<file path="src/rtl/page_req_arb_pkg.sv">
// Shared linked-list defines used by the page request arbiter and the free-list side.
// Holds the page address width, the port limit and the grant-tag width helper.
package page_req_arb_pkg;

  localparam int LL_PG_ASZ     = 12;
  localparam int PRA_MAX_PORTS = 8;

  // Width of a port index carried in the tag queue.
  function automatic int pra_tag_w(input int ports);
    return (ports > 1) ? $clog2(ports) : 1;
  endfunction

endpackage

</file>
<file path="src/rtl/page_arb_tagq.sv">
// Grant-order tag FIFO: records which allocator each outstanding page request belongs to.
// Full/empty are flops; head is read from the registered read pointer, so there is no push-to-pop bypass.
module page_arb_tagq #(
  parameter int depth = 8,
  parameter int tag_w = 2
) (
  input  logic             clk,
  input  logic             reset,
  input  logic             push,
  input  logic [tag_w-1:0] push_tag,
  input  logic             pop,
  output logic             full,
  output logic             empty,
  output logic [tag_w-1:0] head
);

  localparam int AW = $clog2(depth);
  localparam logic [AW:0] DEPTH_C = (AW+1)'(depth);

  logic [tag_w-1:0] mem [depth];
  logic [AW-1:0]    wr_ptr, rd_ptr;
  logic [AW:0]      count, count_nxt;
  logic             push_ok, pop_ok;

  assign push_ok = push & ~full;
  assign pop_ok  = pop & ~empty;
  assign head    = mem[rd_ptr];

  always_comb begin
    count_nxt = count;
    if (push_ok && !pop_ok)
      count_nxt = count + (AW+1)'(1);
    else if (!push_ok && pop_ok)
      count_nxt = count - (AW+1)'(1);
  end

  always_ff @(posedge clk) begin
    if (reset) begin
      wr_ptr <= '0;
      rd_ptr <= '0;
      count  <= '0;
      full   <= 1'b0;
      empty  <= 1'b1;
    end else begin
      if (push_ok) wr_ptr <= wr_ptr + AW'(1);
      if (pop_ok)  rd_ptr <= rd_ptr + AW'(1);
      count <= count_nxt;
      full  <= (count_nxt == DEPTH_C);
      empty <= (count_nxt == '0);
    end
  end

  // Storage carries no reset; stale entries are never visible while empty.
  always_ff @(posedge clk) begin
    if (push_ok) mem[wr_ptr] <= push_tag;
  end

endmodule

</file>
<file path="src/rtl/page_req_arb.sv">
// Round-robin merge of allocator page requests onto the free-list request channel,
// with returned pages steered back to the requester in grant order.
module page_req_arb
  import page_req_arb_pkg::*;
#(
  parameter int ports = 4,
  parameter int depth = 8
) (
  input  logic                 clk,
  input  logic                 reset,
  input  logic [ports-1:0]     req_srdy,
  output logic [ports-1:0]     req_drdy,
  output logic [ports-1:0]     rsp_srdy,
  input  logic [ports-1:0]     rsp_drdy,
  output logic [LL_PG_ASZ-1:0] rsp_page,
  output logic                 fl_req_srdy,
  input  logic                 fl_req_drdy,
  input  logic                 fl_rsp_srdy,
  output logic                 fl_rsp_drdy,
  input  logic [LL_PG_ASZ-1:0] fl_rsp_page
);

  localparam int TW = pra_tag_w(ports);

  logic [TW-1:0] rr_ptr, gnt, head;
  logic          gnt_vld, full, empty, push, pop;

  // First requester at or above rr_ptr, wrapping modulo ports.
  always_comb begin
    int idx;
    idx     = 0;
    gnt_vld = 1'b0;
    gnt     = rr_ptr;
    for (int i = 0; i < ports; i++) begin
      idx = int'(rr_ptr) + i;
      if (idx >= ports) idx = idx - ports;
      if (!gnt_vld && req_srdy[idx]) begin
        gnt_vld = 1'b1;
        gnt     = TW'(idx);
      end
    end
  end

  assign fl_req_srdy = (|req_srdy) & ~full;
  assign push        = fl_req_srdy & fl_req_drdy;

  always_comb begin
    req_drdy = '0;
    if (gnt_vld && fl_req_drdy && !full) req_drdy[gnt] = 1'b1;
  end

  always_ff @(posedge clk) begin
    if (reset)
      rr_ptr <= '0;
    else if (push)
      rr_ptr <= (gnt == TW'(ports-1)) ? '0 : gnt + TW'(1);
  end

  // A page arriving with nothing outstanding is left upstream: no steer, no accept.
  always_comb begin
    rsp_srdy = '0;
    if (fl_rsp_srdy && !empty) rsp_srdy[head] = 1'b1;
  end

  assign fl_rsp_drdy = rsp_drdy[head] & ~empty;
  assign pop         = fl_rsp_srdy & fl_rsp_drdy;
  assign rsp_page    = fl_rsp_page;

  page_arb_tagq #(
    .depth (depth),
    .tag_w (TW)
  ) u_tagq (
    .clk      (clk),
    .reset    (reset),
    .push     (push),
    .push_tag (gnt),
    .pop      (pop),
    .full     (full),
    .empty    (empty),
    .head     (head)
  );

endmodule
</file>
<file path="config.mk">
export PLATFORM = sky130hd
export DESIGN_NAME = page_req_arb
export DESIGN_NICKNAME = d
export VERILOG_FILES = /design/src/rtl/page_req_arb_pkg.sv /design/src/rtl/page_arb_tagq.sv /design/src/rtl/page_req_arb.sv
export SDC_FILE = /design/constraint.sdc
export NUM_CORES = 1
export LEC_CHECK = 0
export CAP_MARGIN = 25
export CORE_MARGIN = 3
export CORE_UTILIZATION = 52
export DETAILED_ROUTE_END_ITERATION = 6
export GPL_TIMING_DRIVEN = 1
export PLACE_DENSITY = 0.89
export SYNTH_ARGS = -nofsm -noshare
export SYNTH_HDL_FRONTEND = slang
export SYNTH_SLANG_ARGS = --single-unit
</file>
<file path="constraint.sdc">
create_clock -name clk -period 6.8 [get_ports clk]
set_input_delay 0.68 -clock clk [delete_from_list [all_inputs] [get_ports clk]]
set_output_delay 0.68 -clock clk [all_outputs]
set_load 0.02 [all_outputs]
</file>
==> out/summary.md <==
The flow ran to the end, and the final reports show no timing, DRC or antenna violations. The layout overhead on the synthesized area was 11.8%. Static timing analysis puts the maximum clock frequency at 0.253 GHz. The arrival time reported for the critical path endpoint came out at 3.27 ns. Post-route total power: 0.448 mW.

The run gives 2.39 mm as the half-perimeter wire length after detailed placement. The first routing iteration left 36 violations. Counting the fill cells in the layout gives 245.

Count of different cell masters after synthesis: 43. The worst hold path begins at u_tagq.rd_ptr[1]$_SDFFE_PP0N_. Clock latency on the worst-skew pair, taken at its later pin, is 0.32 ns. TritonCTS built the clock tree.

Delay of the slowest cell on the worst path: 0.54 ns. The run gives 0.168 as the global-route usage over all layers. The tools report the number of H-tree branching levels as 2.

The maximum fanout encountered on the critical timing path is 8, and the setup violation total in the final timing report is 0. In this run the power density over the cells is 231 mW/mm2. The fraction of layout instances using a drive strength above 1 was 0.0983. In the routed design, unresolved DRC markers number 0.

In this run the static leakage power is 0.738 nW. The starting density of the core is 0.556, and the number of setup buffers added after CTS is 0. The floorplan step defined a core boundary enclosing 0.00313 mm2.

Between clock sinks in the finished design, the worst skew comes to 0.00567 ns. The fraction of synthesis flops using an asynchronous set or reset pin is 0, and the net count after synthesis is 191. Detailed-routing iteration count for the pre-antenna-repair pass: 4.

During I/O placement, the number of pins put on the boundary was 46. The max-slew violation count was 0; the number of synthesized register bits was 33. The run gives 0 as the number of endpoints with negative hold slack in the final report. The first global-routing pass estimated 5.23 mm of wire. The worst setup path is captured at a primary output.

Setup total negative slack on the finished layout was measured at 0 ns. The biggest area contributor in the post-synthesis netlist is edfxtp_1. The clock sink count was 33; the post-cts hold buffer count was 0.

The type of the worst setup path was input port to primary output. Slew at the pin with the worst max-slew slack: 0.630 ns. The Yosys step of the flow raised 0 warnings. The detailed-route via count is 1206. The tools report the count of instances resized after the clock tree is built as 0. The width of the die works out to 63.8 um. The share of the clock period used by the worst path is 0.581, and the number of antenna diodes is 0. The number of buffers inserted during clock tree synthesis is 5.

The library cell used as clock root buffer is clkbuf_4. Sequential cell area in the final layout: 821 um2. The worst hold path was traced through 2 stages. For the initial antenna violation count, the log shows 0. The minimum clock period is 3.95 ns, and the endpoint required time on the critical path is 6.12 ns. The tightest min-delay check is of the flop to flop type. Synthesis handed over a netlist of 159 instances. In this run the critical register-to-register path is captured at u_tagq.empty$_SDFF_PP1_.

The standard-cell row count was 20; the die span in y was 63.8 um. The run gives 0.551 ns as the worst hold slack. STA classifies the critical path startpoint as an input port. Setup repair after global routing left no endpoint under its margin. The weighted congestion at the end of routability-driven global placement is 0.746, and the post-route worst setup slack is 2.85 ns.

The run gives 14 as the maximum number of pins on one net before global-route repair. OpenSTA, run right after detailed placement, puts the worst setup slack at 2.41 ns. For flop-to-flop paths, the worst setup slack is 3.87 ns. During placement, the flow inserted port buffers numbering 21.

The total length of routed wires came out at 3.18 mm. Counting cells, the worst reg-to-reg path comes to 7. By area the synthesized netlist is led by edfxtp_1 (28%), dfxtp_1 (20%), ha_1 (5.8%). The die covers 0.00407 mm2.

The tools report the maximum count of clock buffers along a single path as 2. Dividing the detail-routed via count by the number of cells gives 5.56. The via count of the first global-routing pass was 1188.

The run gives 204 as the post-layout net count. Yosys mapped a number of flops with a built-in enable equal to 16. The leftover overflow at the end of global routing was 0.

The remaining antenna violation count after routing was 0. The cell type of the slowest stage on the worst timing path is clkdlybuf4s50_1. For the relative slew slack, the log shows 0.580. For this run, the leading register cell type out of synthesis is dfxtp_1. Max-cap violations in this run came to 0. After clock tree synthesis, the clock-pin slew on the worst setup and hold paths is 0.09 ns. The run gives 0.621 as the final core utilization. Across the VDD grid, the largest voltage drop is 0.153 mV. The average instance area after synthesis was 10.9 um2; the sequential share of the synthesized area was 0.472.

In this run the cell area of the synthesized design comes to 0.00174 mm2. The critical path goes through clkdlybuf4s50_1 > inv_1 > nor2_1 > a21oi_1 > nor2_1 > a221oi_1 > buf_2 > inv_1 > ha_1 > and3_1 > clkdlybuf4s50_1. The area share of the largest cell type after synthesis was 0.276; the multi-input logic area was 769 um2. In the final routed layout, each cell accounts on average for 14.7 um.
[critical path, delay by kind of cell]
kind                       cells  cell delay [ns]
AOI/OAI and AO/OA              2             0.65
and+or+nand+nor                3             0.27
buffers and inverters          5             1.49
adders and majority gates      1             0.19
[cell usage in the layout, fill, tap and decap left out, types with 2 or more instances in the layout]
master and n:
inv_1 9, edfxtp_1 16, nor3_1 2, nor2b_1 2, nor3b_1 2, mux2i_1 3, and3_1 4, a211oi_1 2
and2_1 3, xnor2_1 2, mux2_2 2, a21oi_1 6, mux2_1 2, clkbuf_1 2, ha_1 8, nor2_1 19
mux4_2 3, clkbuf_4 5, dfxtp_1 17, nand3_1 4, nor4b_1 2, xor2_1 3, clkdlybuf4s50_1 21, nand2_1 14
[layer usage]
metal / GRT usage / wire [um]
met1: 0.186 / 1300
met2: 0.286 / 1610
met3: 0.0510 / 217
met4: 0.0916 / 66
met5: 0 / 0
[how the worst max path moves through the flow]
stage | from | to | slack, ns
3_3_place_gp | req_srdy[1] | req_drdy[0] | 2.72
4_1_cts | req_srdy[0] | req_drdy[0] | 2.41
6_report | req_srdy[0] | req_drdy[0] | 2.85
5_1_grt | req_srdy[0] | req_drdy[0] | 2.61
2_1_floorplan | req_srdy[0] | req_drdy[0] | 3.91
3_5_place_dp | req_srdy[0] | req_drdy[0] | 2.41
[cell type report]
cell class | instances | area share
multi-input cells | 101 | 0.396
well taps | 44 | 0.0283
clock inverters | 1 | 0.00193
clock buffers | 7 | 0.0232
inverters | 9 | 0.0174
flip-flops and latches | 33 | 0.422
repair buffers | 22 | 0.111
[report_power, final]
group	internal (mW)	switching [mW]	total (mW)
Combinational	0.0516	0.0576	0.109
Clock	0.0397	0.0600	0.0997
Sequential	0.225	0.0144	0.239
[state kept, by name, summed over array words and instances (netlist names), named ones only]
name,count
u_tagq.empty,1
rr_ptr,2
u_tagq.full,1
u_tagq.count,4
u_tagq.wr_ptr,3
u_tagq.mem,16
u_tagq.rd_ptr,3
[Yosys cell counts, types with 2 or more instances]
cell and instances:
nor2b_1 2, and2_1 3, mux2_2 2, mux2_1 2, nand3_1 4, mux4_2 3
edfxtp_1 16, xor2_1 3, a211oi_1 2, nor2_1 19, dfxtp_1 17, nand2_1 14
nor4b_1 2, and3_1 4, ha_1 8, clkbuf_1 2, mux2i_1 3, nor3b_1 2
buf_4 12, inv_1 9, xnor2_1 2, a21oi_1 6, nor3_1 2
[cells by family (layout without fill, tap and decap cells)]
family,Yosys count,in the layout,synth area share
AO/OA/AOI/OAI,19,19,0.0878
XOR/XNOR,6,6,0.0346
adder cells (fa/ha/maj),8,8,0.0576
buffers and inverters,25,39,0.0850
flip-flops,33,33,0.472
multiplexers,11,11,0.0972
AND/OR/NAND/NOR,57,57,0.166
[per-stage QoR]
stage | std cells | instance area [um2]
2_1_floorplan | 159 | 1740
3_3_place_gp | 208 | 1890
3_5_place_dp | 208 | 1890
4_1_cts | 216 | 1940
5_1_grt | 217 | 1940
6_report | 217 | 1940
No activity file was read; power rests on OpenSTA's default activity.
==> edit, RTL diff (same settings) <==
Reset style: asynchronous (`reset`), changed in 2 clocked blocks.
--- a/src/rtl/page_arb_tagq.sv
+++ b/src/rtl/page_arb_tagq.sv
@@ -34,7 +34,7 @@
       count_nxt = count - (AW+1)'(1);
   end
 
-  always_ff @(posedge clk) begin
+  always_ff @(posedge clk or posedge reset) begin
     if (reset) begin
       wr_ptr <= '0;
       rd_ptr <= '0;
--- a/src/rtl/page_req_arb.sv
+++ b/src/rtl/page_req_arb.sv
@@ -49,7 +49,7 @@
     if (gnt_vld && fl_req_drdy && !full) req_drdy[gnt] = 1'b1;
   end
 
-  always_ff @(posedge clk) begin
+  always_ff @(posedge clk or posedge reset) begin
     if (reset)
       rr_ptr <= '0;
     else if (push)
Formal check against the unedited RTL: differs if reset is asserted again (counterexample within 4 cycles, from zero or initial values and one cycle with reset high); with reset held inactive, the same outputs for 10 cycles.
==> edit against the unedited design <==
- worst setup slack got worse by 0.068 ns
- synthesized area increased by 4.3%
- synthesized cell count increased by 5.7%
- via count increased by 7.1%
- design area increased by 4.2%
- wire length increased by 8.2%
- sequential cell count decreased by 3
- critical endpoint unchanged
Power is not compared: it rests on default switching activity, and its combinational part moved more than twofold at a synthesized area within 25%.
==> edit: results (changes against the unedited design) <==
Run status
  – Status: completed

Placed design
  – Routability cong.: 0.848 (+14%)
  – Placed cells: 215 (+3.4%)
  – Post-DP HPWL: 2620 um (+9.5%)
  – Placed inst area: 1970 sq um (+4.1%)

Worst hold path
  – Hold Path Depth: 1 (-1)
  – Worst hold start: u_tagq.rd_ptr[2]

STA
  – Rel. slew slack: 28.8% (-29 points)
  – Setup ws final: 2.78 ns (-0.0677 ns)
  – Worst Skew: 0.00574 ns (+0.0000638 ns)

Final layout
  – Non-clock inverters: 12 (+3)
  – Fill count: 264 (+7.8%)
  – Fraction of area in registers: 41.1% (-1.2 points)
  – Largest register FFs: 16 (unchanged)
  – Clock-cell share of area: 2.90% (+0.39 points)
  – Final #Nets: 210 (+2.9%)
  – Layout clock buffer count: 8 (+1)
  – Share of post-route cells with drive strength above 1: 13.4% (+3.6 points)
  – Multi-input gate area: 817 sq um (+6.2%)
  – Seq_cells: 30 (-9.1%)
  – Comb_multi_in: 107 (+5.9%)
  – Layout non-clock buf frac: 10.7% (-0.33 points)

Routing
  – Met2 WL: 1750 um (+9.1%)
  – Via Count: 1292 (+7.1%)
  – Initial DRT Pass Iterations: 5 (+1)
  – Initial drt markers: 35 (-2.8%)
  – Met3 wire len: 228 um (+5.1%)
  – DR WL/cell: 15.4 um (+5.3%)
  – Met1 Routed Length: 1390 um (+7.0%)
  – DRT Wirelength: 3440 um (+8.2%)

CTS
  – Postcts setup bufs: 0 (unchanged)
  – Clock Path Buffers: 2 (unchanged)
  – Worst-Skew Late Latency: 0.32 ns (about the same)
  – Resized cells post-CTS: 0 (unchanged)

Critical path
  – Crit-path max FO: 11 (+3)
  – Reg2reg end: u_tagq.full
  – Reg2Reg Depth: 6 (-1)
  – Crit path max-delay cell type: o21ai_0
  – CP peak stage delay: 0.82 ns (+0.28 ns)
  – Worst path arrival time: 3.34 ns (+0.07 ns)
  – R2R Setup Slk: 3.84 ns (-0.03 ns)
  – Top delay family on crit path: buffers and inverters
  – Launch point of the worst path: req_srdy[3]

Synth
  – Async SR Flop Fraction: 46.7% (+47 points)
  – Seq/Total Area, Yosys: 45.9% (-1.3 points)
  – Post-synth top cells: 16 x edfxtp_1, 14 x nand2_1, 13 x dfrtp_1
  – Synth top area cells: edfxtp_1 27%, dfrtp_1 18%, mux4_2 6.2%
  – Number of library cell types mapped by synthesis: 42 (-2.3%)
  – Top_reg_cell synth: edfxtp_1
  – Synth Warn #: 0 (unchanged)
  – Syn_area_per_cell: 10.8 sq um (-1.3%)
  – Post-synthesis net count: 200 (+4.7%)

GRT
  – Largest net degree at the start of global routing: 22 (+8)
  – GR Util All Layers: 18.6% (+1.8 points)
  – Initial antenna violation count: 0 (unchanged)
  – Global-route wire length before repair: 5840 um (+12%)
  – Vias in the first global route: 1242 (+4.5%)
[edit: through the flow]
step	hold WS, ns	total power (uW)
floorplan	0.494	658
global placement	0.524	747
detailed placement	0.559	775
CTS	0.577	886
global route	0.619	946
finish	0.570	881
[edit: power breakdown]
group / internal [uW] / switching (uW) / leakage (uW)
sequential: 263 / 70.0 / 0.000311
combinational: 213 / 227 / 0.000461
clock: 50.9 / 57.0 / 0.0000326
[edit: cells by family (layout without fill, tap and decap cells)]
group | count (synthesis) | in the layout | share of synthesized area, %
AOI/OAI and AO/OA | 22 | 22 | 8.01
xor gates and xnor gates | 5 | 5 | 2.42
adders and majority gates | 8 | 8 | 5.52
buffers and inverters | 31 | 42 | 9.32
DFF | 30 | 30 | 45.9
muxes | 11 | 11 | 10.1
and+or+nand+nor | 61 | 61 | 18.7
[edit: routing by layer]
layer	vias up	track usage [%]
met3	7	6.41
met4	0	9.59
met1	626	21.4
met5	-	0
li1	606	-
met2	53	30.5
